## src/rtl/hazard_unit_mc.sv

```systemverilog
// Hazard unit for the 5-stage pipeline: forwarding, load-use stall, branch
// flush, multi-cycle MDU hold, data-memory wait stall and saturating
// stall/flush performance counters.
module hazard_unit_mc #(
  parameter int unsigned REG_AW      = 5,
  parameter int unsigned MDU_LATENCY = 4,
  parameter int unsigned CNT_W       = 16
) (
  input  logic              i_Clk,
  input  logic              i_Reset,
  input  logic [REG_AW-1:0] i_Rs1D,
  input  logic [REG_AW-1:0] i_Rs2D,
  input  logic [REG_AW-1:0] i_Rs1E,
  input  logic [REG_AW-1:0] i_Rs2E,
  input  logic [REG_AW-1:0] i_RdE,
  input  logic [REG_AW-1:0] i_RdM,
  input  logic [REG_AW-1:0] i_RdW,
  input  logic              i_PCSrcE,
  input  logic              i_ResultSrcE_0,
  input  logic              i_RegWriteM,
  input  logic              i_RegWriteW,
  input  logic              i_MduStartE,
  input  logic              i_MemReqM,
  input  logic              i_MemReadyM,
  input  logic              i_CntClr,
  output logic              o_StallF,
  output logic              o_StallD,
  output logic              o_StallE,
  output logic              o_StallM,
  output logic              o_FlushD,
  output logic              o_FlushE,
  output logic              o_FlushM,
  output logic              o_FlushW,
  output logic [1:0]        o_ForwardAE,
  output logic [1:0]        o_ForwardBE,
  output logic              o_MduBusy,
  output logic [CNT_W-1:0]  o_StallCount,
  output logic [CNT_W-1:0]  o_FlushCount
);

  localparam int unsigned CW = $clog2(MDU_LATENCY);
  localparam logic [CW-1:0]    CNT_LOAD = CW'(MDU_LATENCY - 2);
  localparam logic [CNT_W-1:0] CNT_MAX  = {CNT_W{1'b1}};

  typedef enum logic {IDLE, BUSY} state_t;

  state_t        state;
  logic [CW-1:0] cnt;
  logic          mem_wait;
  logic          load_use;
  logic          mdu_hold;
  logic          pc_flush;

  // Forwarding select: M wins over W, x0 is never forwarded
  function automatic logic [1:0] fwd_sel(
    input logic [REG_AW-1:0] rs,
    input logic [REG_AW-1:0] rd_m,
    input logic              we_m,
    input logic [REG_AW-1:0] rd_w,
    input logic              we_w
  );
    logic [1:0] sel;
    sel = 2'b00;
    if (rs != '0 && rs == rd_m && we_m)      sel = 2'b10;
    else if (rs != '0 && rs == rd_w && we_w) sel = 2'b01;
    return sel;
  endfunction

  // Hazard conditions and priority-ordered stall/flush decode
  always_comb begin
    mem_wait    = i_MemReqM & ~i_MemReadyM;
    load_use    = i_ResultSrcE_0 & (i_RdE != '0) &
                  ((i_Rs1D == i_RdE) | (i_Rs2D == i_RdE));
    mdu_hold    = ((state == IDLE) & i_MduStartE) |
                  ((state == BUSY) & (cnt != '0));
    pc_flush    = 1'b0;
    o_StallF    = 1'b0;
    o_StallD    = 1'b0;
    o_StallE    = 1'b0;
    o_StallM    = 1'b0;
    o_FlushD    = 1'b0;
    o_FlushE    = 1'b0;
    o_FlushM    = 1'b0;
    o_FlushW    = 1'b0;
    o_ForwardAE = 2'b00;
    o_ForwardBE = 2'b00;
    if (!i_Reset) begin
      o_ForwardAE = fwd_sel(i_Rs1E, i_RdM, i_RegWriteM, i_RdW, i_RegWriteW);
      o_ForwardBE = fwd_sel(i_Rs2E, i_RdM, i_RegWriteM, i_RdW, i_RegWriteW);
      if (mem_wait) begin
        o_StallF = 1'b1;
        o_StallD = 1'b1;
        o_StallE = 1'b1;
        o_StallM = 1'b1;
        o_FlushW = 1'b1;
      end else if (mdu_hold) begin
        o_StallF = 1'b1;
        o_StallD = 1'b1;
        o_StallE = 1'b1;
        o_FlushM = 1'b1;
      end else if (i_PCSrcE) begin
        // Decode is squashed, so a pending load-use there is moot
        pc_flush = 1'b1;
        o_FlushD = 1'b1;
        o_FlushE = 1'b1;
      end else if (load_use) begin
        o_StallF = 1'b1;
        o_StallD = 1'b1;
        o_FlushE = 1'b1;
      end
    end
  end

  // MDU occupancy FSM; frozen while data memory is waiting
  always_ff @(posedge i_Clk or posedge i_Reset) begin
    if (i_Reset) begin
      state <= IDLE;
      cnt   <= '0;
    end else if (!mem_wait) begin
      case (state)
        IDLE: begin
          if (i_MduStartE) begin
            state <= BUSY;
            cnt   <= CNT_LOAD;
          end
        end
        BUSY: begin
          // cnt==0 is the done cycle; a start seen here is the same op
          if (cnt != '0) cnt <= cnt - CW'(1);
          else           state <= IDLE;
        end
        default: state <= IDLE;
      endcase
    end
  end

  assign o_MduBusy = (state == BUSY);

  // Saturating performance counters, clear has priority
  always_ff @(posedge i_Clk or posedge i_Reset) begin
    if (i_Reset) begin
      o_StallCount <= '0;
      o_FlushCount <= '0;
    end else if (i_CntClr) begin
      o_StallCount <= '0;
      o_FlushCount <= '0;
    end else begin
      if (o_StallF && o_StallCount != CNT_MAX) o_StallCount <= o_StallCount + CNT_W'(1);
      if (pc_flush && o_FlushCount != CNT_MAX) o_FlushCount <= o_FlushCount + CNT_W'(1);
    end
  end

endmodule

```

## config.mk

```make
export PLATFORM = sky130hd
export DESIGN_NAME = hazard_unit_mc
export DESIGN_NICKNAME = d
export VERILOG_FILES = /design/src/rtl/hazard_unit_mc.sv
export SDC_FILE = /design/constraint.sdc
export NUM_CORES = 1
export LEC_CHECK = 0
export ABC_AREA = 1
export BUFFER_PORTS_ARGS = -buffer_cell sky130_fd_sc_hd__buf_2
export CAP_MARGIN = 0
export CORE_AREA = 2 2 81 83
export DETAILED_ROUTE_END_ITERATION = 6
export DIE_AREA = 0 0 83 85
export GPL_ROUTABILITY_DRIVEN = 0
export PLACE_DENSITY = 0.76
export SLEW_MARGIN = 20
export SYNTH_ARGS = -nofsm -noshare
export SYNTH_HDL_FRONTEND = slang
export SYNTH_SLANG_ARGS = --single-unit
```

## constraint.sdc

```tcl
create_clock -name i_Clk -period 2.6 [get_ports i_Clk]
set_clock_uncertainty 0.2 [all_clocks]
set_input_delay 0.52 -clock i_Clk [delete_from_list [all_inputs] [get_ports i_Clk]]
set_output_delay 0.52 -clock i_Clk [all_outputs]
set_load 0.03 [all_outputs]
```

Yosys cells after proc, flatten, opt, wreduce, memory -nomap -nowiden
Cells that the tools add are included.
- bits of input ports: 45
- register bits: 35
- word-level logic and storage cells: 80
- multiplexer cells: 36
- bitwise logic cells: 10
- equal/unequal tests: 10
- add/sub/neg operators: 3
- reduce and logical (&&, ||, !) cells: 17
- operators with widths (kind ; count):
    16-bit 2-to-1 mux ; 4
    16-bit by 1-bit adder with 16-bit output, second input constant ; 2
    16-bit != test, second input constant ; 2
    5-bit == test ; 6
    1-bit 2-to-1 mux ; 24
    5-bit nonzero test ; 3
    2-bit 2-to-1 mux ; 6
    1-bit logical AND ; 10
    2-bit nonzero test ; 3
    1-bit AND ; 5
    2-bit case mux with 2 select lines ; 1
    1-bit inverter ; 3
    3-bit AND reduction ; 1
    2-bit by 1-bit != test with 1-bit output, second input constant ; 1
    2-bit != test, second input constant ; 1
    1-bit OR ; 2
    1-bit case mux with 2 select lines ; 1
    2-bit by 1-bit subtractor with 2-bit output, second input constant ; 1

Depth between registers and ports, before layout
Gate-level depths: netlist of the first run.
- depth after elaboration: 11
- mapped depth: 14
- depth with buffers taken out: 13

Worst setup path after synthesis of the first run
No wires, ideal clock.
- path type: input to output
- start: in i_Reset
- end: out o_ForwardAE[0]
- path slack: -0.621 ns
- stages: 5
- data required time: 1.880 ns
- arrival: 2.501 ns
- cells stage by stage: inv_1 > nand2_1 > a211oi_1 > o2111ai_1 > nor3_1
- longest elaborated chain between the ends: 1
- ends and longest elaborated chain (item ; line ; source):
    from (decl) ; 10 ; input logic i_Reset,
    2-bit 2-to-1 mux ; 87 ; if (!i_Reset) begin
    to (decl) ; 34 ; output logic [1:0] o_ForwardAE,
Every way passes these cells.

Worst setup path in the final report of the first run
- start: reg cnt[0]
- end: out o_StallF
- longest elaborated chain between the ends: 6
- ends and longest elaborated chain (item ; line ; source):
    from (decl) ; 48 ; logic [CW-1:0] cnt;
    from (signal assigned) ; 129 ; if (cnt != '0) cnt <= cnt - CW'(1);
    2-bit nonzero test ; 75 ; ((state == BUSY) & (cnt != '0));
    1-bit AND ; 75 ;
    1-bit OR ; 74 ; mdu_hold = ((state == IDLE) & i_MduStartE) |
    1-bit 2-to-1 mux ; 96 ; end else if (mdu_hold) begin
    1-bit 2-to-1 mux ; 90 ; if (mem_wait) begin
    1-bit 2-to-1 mux ; 87 ;
    to (decl) ; 26 ; output logic o_StallF,
Every way passes these cells.

==> results.ini, run 1 <==
[run_status]
status = completed

[setup_path]
reg2reg_depth = 9
r2r_setup_slack_ns = 0.28
cp_max_fo = 7
r2r_start = o_StallCount[0]
end_kind = output pin
timing.rr.end = o_StallCount[7]
critPathRequiredTime_ns = 1.88
setup.worst_path.class = reg -> out
start_kind = flip-flop
arrival_ns = 1.72

[power]
internal_power_uw = 905.7
power.share.clock_pct = 27.2
power_frac_comb_pct = 31.4
ir_worst_vdd_mv = 0.2589
powerDensity_mw_per_mm2 = 424.2
p_sw_share_pct = 37.40
p_leak_nw = 1.931
p_switching_uw = 541.0
seqPwrFrac_pct = 41.4
finalPower_mw = 1.447

[clocking]
cts_sinks = 35
cts_buffers = 5
tritoncts = built
clkSlewWorstSetupHoldPaths_ns = 0.08
cts_buffer_depth = 2
hold_buffers = 0
cts-root-buf = clkbuf_8
clk_latency_ns = 0.29
cts_max_level = 2

[sta]
slew_violations = 0
rsz0062_at_grt = no
setup_ws_ns = 0.1646
setup_tns_ns = 0
hold_violations = 0
holdWs_ns = 0.2672
layout_min_cycle_time_ns = 2.435
timing.slew.headroom_pct = 65.39
tightest_slew_ns = 0.5153
fmax_mhz = 410.6
min_period_over_period_pct = 93.67
finalSetupViolCount = 0

[routing]
totalWireLength_um = 7252
drc_errors = 0
wl_met2_um = 3539
first_pass_iters = 4
drt_iter0_markers = 260
dr_wl_met3_um = 302
ant_nets = 0
wl_per_cell_um = 12.50
vias = 2961
wl_met1_um = 3263
top_layer = met4
avgViaCountPerCell = 5.105

[global_route]
grt_start_max_net_pins = 42
grt_overflow = 0
grt_usage_pct = 20.93
grt_first_pass_wirelength_um = 12410
antenna_found_initial = 0
grt_pass1_vias = 2778

[job]
drv_cap = 0

[finish]
drive_above_1_share_pct = 22.66
final_common_cell = nand2_1
nets = 550
final_cell_count_no_fill = 580
n_fill_cell = 600
area_growth_pct = 21.37
mostFrequentLayoutCells = nand2_1, buf_2, inv_1, nor2_1, nand3_1
diodes = 0

[floorplanning]
die_y_um = 85
io_pins = 90
rows = 29
dieArea_mm2 = 0.007055
die_w_um = 83
core_mm2 = 0.006205
start_util_pct = 45.29

[logic_synthesis]
synth-warning-count = 0
seq_area_frac_synth_pct = 31.17
avgSynthCellArea_um2 = 6.772
synth_cells = 415
synth-seq-cells = 35
syn_nets = 463
netlist_area_mm2 = 0.002810
yosysUniqueCellTypes = 35

[worst_hold_path]
hold_path.class = in -> async

[placement]
pre_cts_ws_ns = 0.1493
numPortBuffers = 89
hpwl_um = 5480
placed_cells = 572

[final cells by class]
class	instances	area [um2]	share of cell area, %
multi-input cells	304	1639	48.06
flip-flops and latches	35	875.8	25.68
repair buffers	92	470.5	13.79
inverters	64	244.0	7.153
well taps	77	96.34	2.825
clock buffers	6	72.57	2.128
clock inverters	2	12.51	0.3668
[cell families (layout without fill, tap and decap cells)]
family,Yosys count,in the layout,synth area share (%)
buffers and inverters,76,164,11.18
XOR/XNOR,36,36,11.22
adder cells (fa/ha/maj),3,3,1.336
AO/OA/AOI/OAI,27,27,5.521
AND/OR/NAND/NOR,238,238,39.58
flip-flops,35,35,31.17
[routing by layer]
layer  track usage [%]  vias up
met1             27.33     1353
met5                 0        -
met2             34.82       87
li1                  -     1507
met3             3.113       14
met4             8.793        0
[registers in the layout (all words and copies together) (netlist names)]
name / count
cnt: 2
o_FlushCount: 16
o_MduBusy: 1
o_StallCount: 16
[cell usage after synthesis, drive strengths merged]
cell type  count  area [um2]
nand2        105       406.6
inv           64       240.2
nor2          45       183.9
nand3         41       205.2
dfrtp         35       875.8
xor2          27       236.5
nand4         26       177.7
o21ai         14       70.07
nor3          11       60.06
buf           10       66.30
xnor2          9       78.83
a21oi          5       25.02
and2           4       27.53
o211ai         4       30.03
ha             3       37.54
nor4           3       18.77
clkbuf         2       7.510
a211oi         1       7.510
a22oi          1       7.510
nand3b         1       7.510
nor3b          1       18.77
o2111ai        1       8.760
o22ai          1       6.260
or2            1       6.260
[worst max-delay path: stages, from the launching register on]
cell	delay, ns
dfrtp_1	0.33
inv_1	0.06
ha_1	0.19
nand2_1	0.05
o21ai_0	0.12
nand2_1	0.11
inv_1	0.07
nor2_4	0.08
inv_1	0.05
nand2_2	0.13
buf_2	0.22
[worst max-delay path by stage]
stage	slack [ns]	cells after the start	to	start
2_1_floorplan	0.02	5	o_ForwardAE[0]	i_Reset
3_3_place_gp	0.16	8	o_ForwardBE[1]	i_Rs2E[1]
3_5_place_dp	0.15	6	o_ForwardBE[1]	i_RdM[2]
4_1_cts	0.12	9	o_FlushD	cnt[0]
5_1_grt	0.002	10	o_StallF	cnt[0]
6_report	0.16	10	o_StallF	cnt[0]
[timing repair]
item / 4_1_cts / 5_1_grt
setup endpoints to repair: 0 / 2
resized for setup: 0 / 3
buffers inserted: 0 / 0
[power groups by stage]
stage | Clock, mW | Combinational [mW] | Sequential (mW)
finish | 0.394 | 0.454 | 0.599
global route | 0.429 | 0.509 | 0.606
CTS | 0.417 | 0.453 | 0.599
detailed placement | 0 | 0.451 | 0.609
global placement | 0 | 0.441 | 0.607
floorplan | 0 | 0.297 | 0.636
[stage by stage]
stage / cell area, um2 / utilization [%]
floorplan: 2829 / -
global placement: 3317 / 53.46
detailed placement: 3317 / 53.46
CTS: 3402 / 54.83
global route: 3411 / 54.97
finish: 3411 / 54.97
(Power assumes the default switching activity.)
==> run 2: changes to the inputs <==
--- a/config.mk
+++ b/config.mk
@@ -8,9 +8,10 @@
 export ABC_AREA = 1
 export BUFFER_PORTS_ARGS = -buffer_cell sky130_fd_sc_hd__buf_2
 export CAP_MARGIN = 0
-export CORE_AREA = 2 2 81 83
+export CORE_AREA = 2 2 113 60
+export CTS_CLUSTER_SIZE = 30
 export DETAILED_ROUTE_END_ITERATION = 6
-export DIE_AREA = 0 0 83 85
+export DIE_AREA = 0 0 115 62
 export GPL_ROUTABILITY_DRIVEN = 0
 export PLACE_DENSITY = 0.76
 export SLEW_MARGIN = 20
==> run 2 against run 1 <==
Clock-buffer cell count rose by 1. Critical path depth fell by 3. Wire length rose by 9.9%.
==> results.ini, run 2 (synthesized netlist as in run 1, its figures left out) <==
[sta]
timing.slew.headroom_pct = 54.38  ; was 65.39%
setup_tns_ns = 0  ; unchanged
fmax_mhz = 415.9  ; was 410.6 MHz
finalSetupViolCount = 0  ; unchanged
slew_violations = 0  ; unchanged
min_period_over_period_pct = 92.47  ; was 93.67%
layout_min_cycle_time_ns = 2.404  ; was 2.435 ns
holdWs_ns = 0.1293  ; was 0.2672 ns
rsz0062_at_grt = no  ; unchanged
tightest_slew_ns = 0.6835  ; was 0.5153 ns
hold_violations = 0  ; unchanged

[finish]
nets = 552  ; was 550
final_common_cell = nand2_1  ; unchanged
area_growth_pct = 24.13  ; was 21.37%
drive_above_1_share_pct = 22.77  ; was 22.66%
seqCellArea_um2 = 875.8  ; unchanged
multiInputGateArea_mm2 = 0.001635  ; was 0.001639 mm2
top_regs = o_FlushCount: 16 flops, o_StallCount: 16 flops, cnt: 2 flops  ; unchanged
mostFrequentLayoutCells = nand2_1, buf_2, inv_1, nor2_1, nand3_1  ; unchanged
diodes = 0  ; unchanged
n_fill_cell = 614  ; was 600

[floorplanning]
die_w_um = 115  ; was 83 um
start_util_pct = 44.56  ; was 45.29%
dieArea_mm2 = 0.007130  ; was 0.007055 mm2
io_pins = 90  ; unchanged
rows = 21  ; was 29
core_mm2 = 0.006306  ; was 0.006205 mm2
die_y_um = 62  ; was 85 um

[global_route]
grt_pass1_vias = 2537  ; was 2778
grt_usage_pct = 22.64  ; was 20.93%
antenna_found_initial = 0  ; unchanged
grt_start_max_net_pins = 31  ; was 42
grt_first_pass_wirelength_um = 12450  ; was 12410 um
grt_overflow = 0  ; unchanged

[routing]
vias = 3037  ; was 2961
avgViaCountPerCell = 5.191  ; was 5.105
totalWireLength_um = 7973  ; was 7252 um
first_pass_iters = 5  ; was 4
ant_nets = 0  ; unchanged
drc_errors = 0  ; unchanged
drt_iter0_markers = 251  ; was 260
wl_per_cell_um = 13.63  ; was 12.50 um

[clocking]
post_cts_resized = 0  ; unchanged
cts_max_level = 2  ; unchanged
cts_buffer_depth = 2  ; unchanged
cts_buffers = 5  ; unchanged
clk_latency_ns = 0.28  ; was 0.29 ns
tritoncts = built  ; unchanged
hold_buffers = 0  ; unchanged
post_cts_buffers = 0  ; unchanged
cts-root-buf = clkbuf_16  ; was clkbuf_8
clkSlewWorstSetupHoldPaths_ns = 0.05  ; was 0.08 ns
cts_sinks = 35  ; unchanged

[setup_path]
setup.worst_path.class = in -> out  ; was reg -> out
end_kind = output pin  ; unchanged
arrival_ns = 1.68  ; was 1.72 ns
cp_max_fo = 6  ; was 7
start_kind = input pin  ; was flip-flop
critPathRequiredTime_ns = 1.88  ; about the same

[placement]
hpwl_um = 6173  ; was 5480 um
numPortBuffers = 89  ; unchanged

[job]
drv_cap = 0  ; unchanged

[worst_hold_path]
hold_path.class = in -> async  ; unchanged

[run_status]
status = completed  ; unchanged

[power]
powerDensity_mw_per_mm2 = 473.8  ; was 424.2 mW/mm2
ir_worst_vdd_mv = 0.2638  ; was 0.2589 mV
p_leak_nw = 1.972  ; was 1.931 nW

[run 2: cell types whose count changed in the layout (fill, tap and decap cells not counted)]
cell        delta
nor2_1         -1
buf_2          +1
clkinvlp_4     -1
clkbuf_16      +5
nor2_2         +1
nor4_2         -1
clkbuf_8       -5
nor4_1         +1
buf_12         +1
clkbuf_1       +1
[run 2: per-layer routing]
metal | GRT usage, % | share of wire [%] | up-vias | wire length [um]
met2 | 31.34 | 40 | 112 | 3222
met1 | 34.92 | 51 | 1397 | 4078
met5 | 0 | 0 | - | 0
li1 | - | - | 1518 | -
met3 | 5.820 | 7.5 | 10 | 595
met4 | 4.991 | 0.97 | 0 | 77
[run 2: worst max-delay path, cell delays in order]
cell	delay, ns
buf_2	0.16
clkinvlp_4	0.11
nand2_1	0.09
a211oi_1	0.23
o2111ai_1	0.15
nor3_2	0.19
buf_2	0.24
[run 2: where the power goes]
part / switching [mW] / internal, mW / total, mW
clock network: 0.233 / 0.354 / 0.587
registers: 0.0230 / 0.576 / 0.599
logic: 0.319 / 0.147 / 0.466
total: 0.575 / 1.08 / 1.65
[run 2: through the flow]
| step | area, um2 | total power [mW] | instances | utilization (%) | setup slack [ns] |
|---|---|---|---|---|---|
| floorplan | 2829 | 0.9328 | 415 | - | 0.02242 |
| global placement | 3348 | 1.060 | 577 | 53.10 | 0.2773 |
| detailed placement | 3348 | 1.073 | 577 | 53.10 | 0.2320 |
| CTS | 3486 | 1.659 | 585 | 55.28 | 0.1176 |
| global route | 3488 | 1.747 | 585 | 55.32 | 0.04835 |
| finish | 3488 | 1.653 | 585 | 55.32 | 0.1958 |
[run 2: area by class of cell]
cell class                      count  share of cell area (%)
Multi-Input combinational cell    304                   46.88
Sequential cell                    35                   25.11
Timing Repair Buffer               94                   14.20
Inverter                           64                   6.994
Clock buffer                        7                   3.802
Tap cell                           80                   2.869
Clock inverter                      1                  0.1435
[run 2: final timing paths]
kind / slack (ns) / cells past startpoint / from / endpoint
worst max-delay path: 0.20 / 7 / i_Reset / o_ForwardAE[0]
worst min-delay path: 0.13 / 3 / i_Reset / o_FlushCount[10]
worst max register to register: 0.20 / 9 / o_StallCount[0] / o_StallCount[0]
worst min register to register: 0.34 / 2 / cnt[1] / cnt[1]
max in group asynchronous: 1.47 / 4 / i_Reset / o_MduBusy
min in group i_Clk: 0.34 / 2 / cnt[1] / cnt[1]
